--- config.mk ---
export PLATFORM = sky130hd
export DESIGN_NAME = icache
export DESIGN_NICKNAME = d
export VERILOG_FILES = /design/src/rtl/icache.sv
export SDC_FILE = /design/constraint.sdc
export NUM_CORES = 2
export LEC_CHECK = 0
export ABC_CLOCK_PERIOD_IN_PS = 29400
export CELL_PAD_IN_SITES_DETAIL_PLACEMENT = 0
export CELL_PAD_IN_SITES_GLOBAL_PLACEMENT = 1
export CORE_AREA = 2 2 711 713
export CTS_CLUSTER_DIAMETER = 60
export DETAILED_ROUTE_END_ITERATION = 8
export DIE_AREA = 0 0 713 715
export PLACE_DENSITY = 0.61
export SLEW_MARGIN = 30
export SYNTH_ARGS = -nofsm -noshare
export SYNTH_HDL_FRONTEND = slang
export SYNTH_MEMORY_MAX_BITS = 65536
export SYNTH_SLANG_ARGS = --single-unit
--- constraint.sdc ---
create_clock -name clk -period 29.4 [get_ports clk]
set_input_delay 2.94 -clock clk [delete_from_list [all_inputs] [get_ports clk]]
set_output_delay 2.94 -clock clk [all_outputs]
set_load 0.01 [all_outputs]
--- src/rtl/icache.sv ---
// Direct-mapped, read-only instruction cache with single-beat 256-bit line fill
// from physical memory, whole-cache invalidate and hit/miss counters.
module icache #(
    parameter int unsigned S_INDEX = 4
) (
    input  logic         clk,
    input  logic         rst,
    input  logic [31:0]  imem_address,
    input  logic         imem_read,
    output logic [31:0]  imem_rdata,
    output logic         imem_resp,
    input  logic         inv,
    output logic [31:0]  pmem_address,
    output logic         pmem_read,
    input  logic [255:0] pmem_rdata,
    input  logic         pmem_resp,
    output logic [31:0]  hit_count,
    output logic [31:0]  miss_count
);
    localparam int unsigned SETS = 1 << S_INDEX;
    localparam int unsigned T    = 27 - S_INDEX;

    typedef enum logic {
        COMPARE,
        FILL
    } state_e;

    state_e              state_q, state_d;
    logic                req_valid_q, req_valid_d;
    logic [31:2]         req_addr_q, req_addr_d;
    logic [SETS-1:0]     valid_q, valid_d;
    logic [T-1:0]        tag_q  [SETS];
    logic [255:0]        line_q [SETS];
    logic [31:0]         hit_count_q, hit_count_d;
    logic [31:0]         miss_count_q, miss_count_d;

    logic [T-1:0]        req_tag;
    logic [S_INDEX-1:0]  req_idx;
    logic [2:0]          req_word;
    logic                hit;
    logic                fill_done;
    logic                unused_byte_offset;

    assign req_tag            = req_addr_q[31:5+S_INDEX];
    assign req_idx            = req_addr_q[4+S_INDEX:5];
    assign req_word           = req_addr_q[4:2];
    assign unused_byte_offset = ^imem_address[1:0];

    always_comb begin
        state_d      = state_q;
        req_valid_d  = req_valid_q;
        req_addr_d   = req_addr_q;
        valid_d      = valid_q;
        hit_count_d  = hit_count_q;
        miss_count_d = miss_count_q;
        hit          = 1'b0;
        fill_done    = 1'b0;
        imem_resp    = 1'b0;
        imem_rdata   = '0;
        pmem_read    = 1'b0;
        pmem_address = '0;

        unique case (state_q)
            COMPARE: begin
                hit = req_valid_q && valid_q[req_idx] && (tag_q[req_idx] == req_tag);
                if (hit) begin
                    imem_resp   = 1'b1;
                    imem_rdata  = line_q[req_idx][32*req_word +: 32];
                    hit_count_d = hit_count_q + 32'd1;
                end else if (req_valid_q) begin
                    state_d      = FILL;
                    miss_count_d = miss_count_q + 32'd1;
                end
                // The request register only advances once the held request is served.
                if (!req_valid_q || hit) begin
                    req_valid_d = imem_read;
                    req_addr_d  = imem_address[31:2];
                end
            end
            FILL: begin
                pmem_read    = 1'b1;
                pmem_address = {req_addr_q[31:5], 5'b0};
                if (pmem_resp) begin
                    fill_done = 1'b1;
                    state_d   = COMPARE;
                end
            end
            default: state_d = COMPARE;
        endcase

        // Invalidate first so a fill completing in the same cycle survives it.
        if (inv) begin
            valid_d = '0;
        end
        if (fill_done) begin
            valid_d[req_idx] = 1'b1;
        end
    end

    always_ff @(posedge clk) begin
        if (rst) begin
            state_q      <= COMPARE;
            req_valid_q  <= 1'b0;
            req_addr_q   <= '0;
            valid_q      <= '0;
            hit_count_q  <= '0;
            miss_count_q <= '0;
        end else begin
            state_q      <= state_d;
            req_valid_q  <= req_valid_d;
            req_addr_q   <= req_addr_d;
            valid_q      <= valid_d;
            hit_count_q  <= hit_count_d;
            miss_count_q <= miss_count_d;
        end
    end

    always_ff @(posedge clk) begin
        if (!rst && fill_done) begin
            tag_q[req_idx]  <= req_tag;
            line_q[req_idx] <= pmem_rdata;
        end
    end

    assign hit_count  = hit_count_q;
    assign miss_count = miss_count_q;

endmodule

==> flow_metrics.env <==
export IMPL_critPathMaxFanout=93
export IMPL_wl_per_cell_um=31.17
export IMPL_grt_max_degree=137
export IMPL_coreArea_mm2=0.5029
export IMPL_p_total_w=0.01387
export IMPL_cts_buffers=465
export IMPL_drt_total_wl_mm=466.8
export IMPL_clkLatencyLatePin_ns=1.05
export IMPL_synth_top_area_cell="edfxtp_1"
export IMPL_required_ns=26.46
export IMPL_grt_pass1_wl_mm=648.0
export IMPL_fmax_mhz=91.22
export IMPL_drt_vias_per_instance=5.386
export IMPL_cts_clk_slew_worst_paths_ns=0.06
export IMPL_drive_above_1_share_pct=28.04
export IMPL_multiInputGateArea_mm2=0.03725
export IMPL_drc_errors=0
export IMPL_slew_headroom_pct=30.25
export IMPL_finalMaxSlewViolations=0
export IMPL_drv_cap=0
export IMPL_cts_sinks=4580
export IMPL_initial_core_util_pct=34.86
export IMPL_hold_buffers=0
export IMPL_status="finished, final reports clean"
export IMPL_placed_cell_area_mm2=0.1880
export IMPL_rsz0062_at_grt="no"
export IMPL_grt_ovfl_total=0
export IMPL_synth_top_area_share_pct=76.47
export IMPL_cts_setup_buffers=0
export IMPL_io_pins=423
export IMPL_synth_area_top_cells="edfxtp_1 76%, mux4_2 18%, dfxtp_1 1.3%"
export IMPL_slowest_delay_ns=0.84
export IMPL_min_path_type="reg2reg"
export IMPL_finalCritPeriodShare_pct=37.29
export IMPL_final_min_clock_period_ns=10.96
export IMPL_leakage_nw=61.20
export IMPL_start_kind="register"
export IMPL_crit_arrival_ns=8.02
export IMPL_vias=80660
export IMPL_io_buffers=415
export IMPL_synth_area_mm2=0.1753
export IMPL_setup_viol=0
export IMPL_ys_flop_type="edfxtp_1"
export IMPL_dieArea_mm2=0.5098
export IMPL_min_from="valid_q[14]"
export IMPL_area_delta_synth_final_pct=15.87
export IMPL_fillers=43520
export IMPL_hpwl_mm=252.8
export IMPL_chipWidth_um=713
export IMPL_cp_cell_sequence="buf_4, buf_4, buf_4, buf_12, mux4_2, mux4_2, mux4_2, mux2i_1, nor2_1, clkdlybuf4s50_1"
export IMPL_synth_seq_cells=4580
export IMPL_cts_resized=0
export IMPL_drt_iter0_markers=9408
export IMPL_synth_common_cells="4464 x edfxtp_1, 1411 x mux4_2, 204 x clkbuf_1"
export IMPL_rrSetupSlack_ns=24.06
export IMPL_place_gp_congestion=0.7606
export IMPL_skew_ns=0.1151
export IMPL_ys_warn_count=0
export IMPL_ys_types=75
export IMPL_seq_area_mm2=0.1364
export IMPL_cp_slowest_cell="dfxtp_4"
export IMPL_hold_violations=0
export IMPL_rows=261
export IMPL_synthCells=7131
export IMPL_yosysMostFrequentCell="edfxtp_1"
export IMPL_worst_setup_path_end_kind="output pin"
export IMPL_grt_use_total_pct=17.96
export IMPL_ant_nets=0
export IMPL_cts_root_buf="clkbuf_16"
export IMPL_die_y_um=715
export IMPL_tightest_slew_ns=1.042
export IMPL_ys_async_sr_fraction_pct=0
export IMPL_crit_type="reg2out"
export IMPL_critPathBufInv=5
export IMPL_first_global_vias=82340
export IMPL_final_core_util_pct=40.39
export IMPL_antenna_found_initial=181
export IMPL_nets=8113
export IMPL_cts_max_level=5
export IMPL_yosysSeqAreaShare_pct=77.80
export IMPL_fin_area_mm2=0.2031
export IMPL_cts_tree="yes"
export IMPL_power_density_mw_per_mm2=68.28
export IMPL_tns_ns=0
export IMPL_clk_path_buf_depth=4
export IMPL_synth_edf_count=4464
export IMPL_cp_top_family="buffers and inverters"
export IMPL_vdd_ir_drop_max_uv=62.61
export IMPL_firstDrtPassIters=5
export IMPL_avgSynthCellArea_um2=24.58
==> layer usage <==
layer / GRT usage (%) / share of wire [%] / vias to the layer above
met3: 5.114 / 8.9 / 701
met4: 4.463 / 2.4 / 86
met5: 0.3205 / 0.15 / -
met2: 28.23 / 47 / 3057
met1: 24.73 / 42 / 44360
li1: - / - / 32450
==> sequential cells by signal, indices dropped and copies added (netlist names), named ones only <==
register and count:
req_valid_q 1, line_q 4096, valid_q 16, state_q 1, tag_q 368, req_addr_q 30, miss_count 32, hit_count 32
==> final cells by class <==
cell class	count	area share, %
Multi-Input combinational cell	2154	18.34
Sequential cell	4580	67.15
Inverter	20	0.04066
Antenna cell	64	0.07885
Timing Repair Buffer	597	2.983
Clock buffer	577	5.987
Tap cell	6706	4.131
Clock inverter	277	1.289
==> cell families after synthesis <==
logic type,synth area share [%]
xor gates and xnor gates,0.1349
buffers and inverters,1.037
other,0.002139
DFF,77.80
adders and majority gates,0.01427
muxes,19.17
AOI/OAI and AO/OA,0.6181
and+or+nand+nor,1.229
==> final timing paths <==
| kind | cells after the start | end |
|---|---|---|
| max | 10 | imem_rdata[14] |
| min | 1 | valid_q[14] |
| max reg2reg | 11 | register |
| min reg2reg | 1 | valid_q[14] |
==> placed cells by master, fill, tap and decap left out, drive strengths merged, types with 64 or more instances in the layout <==
cell / n
edfxtp: 4464
mux4: 1421
clkbuf: 577
clkdlybuf4s50: 414
clkinv: 220
buf: 183
nor2: 132
dfxtp: 116
mux2i: 112
diode: 64
==> metrics by stage <==
stage	setup WS, ns	hold WS [ns]	instances
finish	18.44	0.4492	14980
CTS	17.81	0.4504	14900
global placement	18.67	0.4279	14050
floorplan	5.813	0.4211	7135
global route	17.84	0.4601	14930
detailed placement	18.91	0.4387	14050
==> power breakdown <==
part | total (W) | leakage, nW | switching, W | internal [W]
combinational | 0.000916 | 12.8 | 0.000503 | 0.000413
sequential | 0.00721 | 41.2 | 0.0000235 | 0.00718
clock | 0.00574 | 7.21 | 0.00248 | 0.00326
Note: power is estimated with default switching activity, not from simulation.
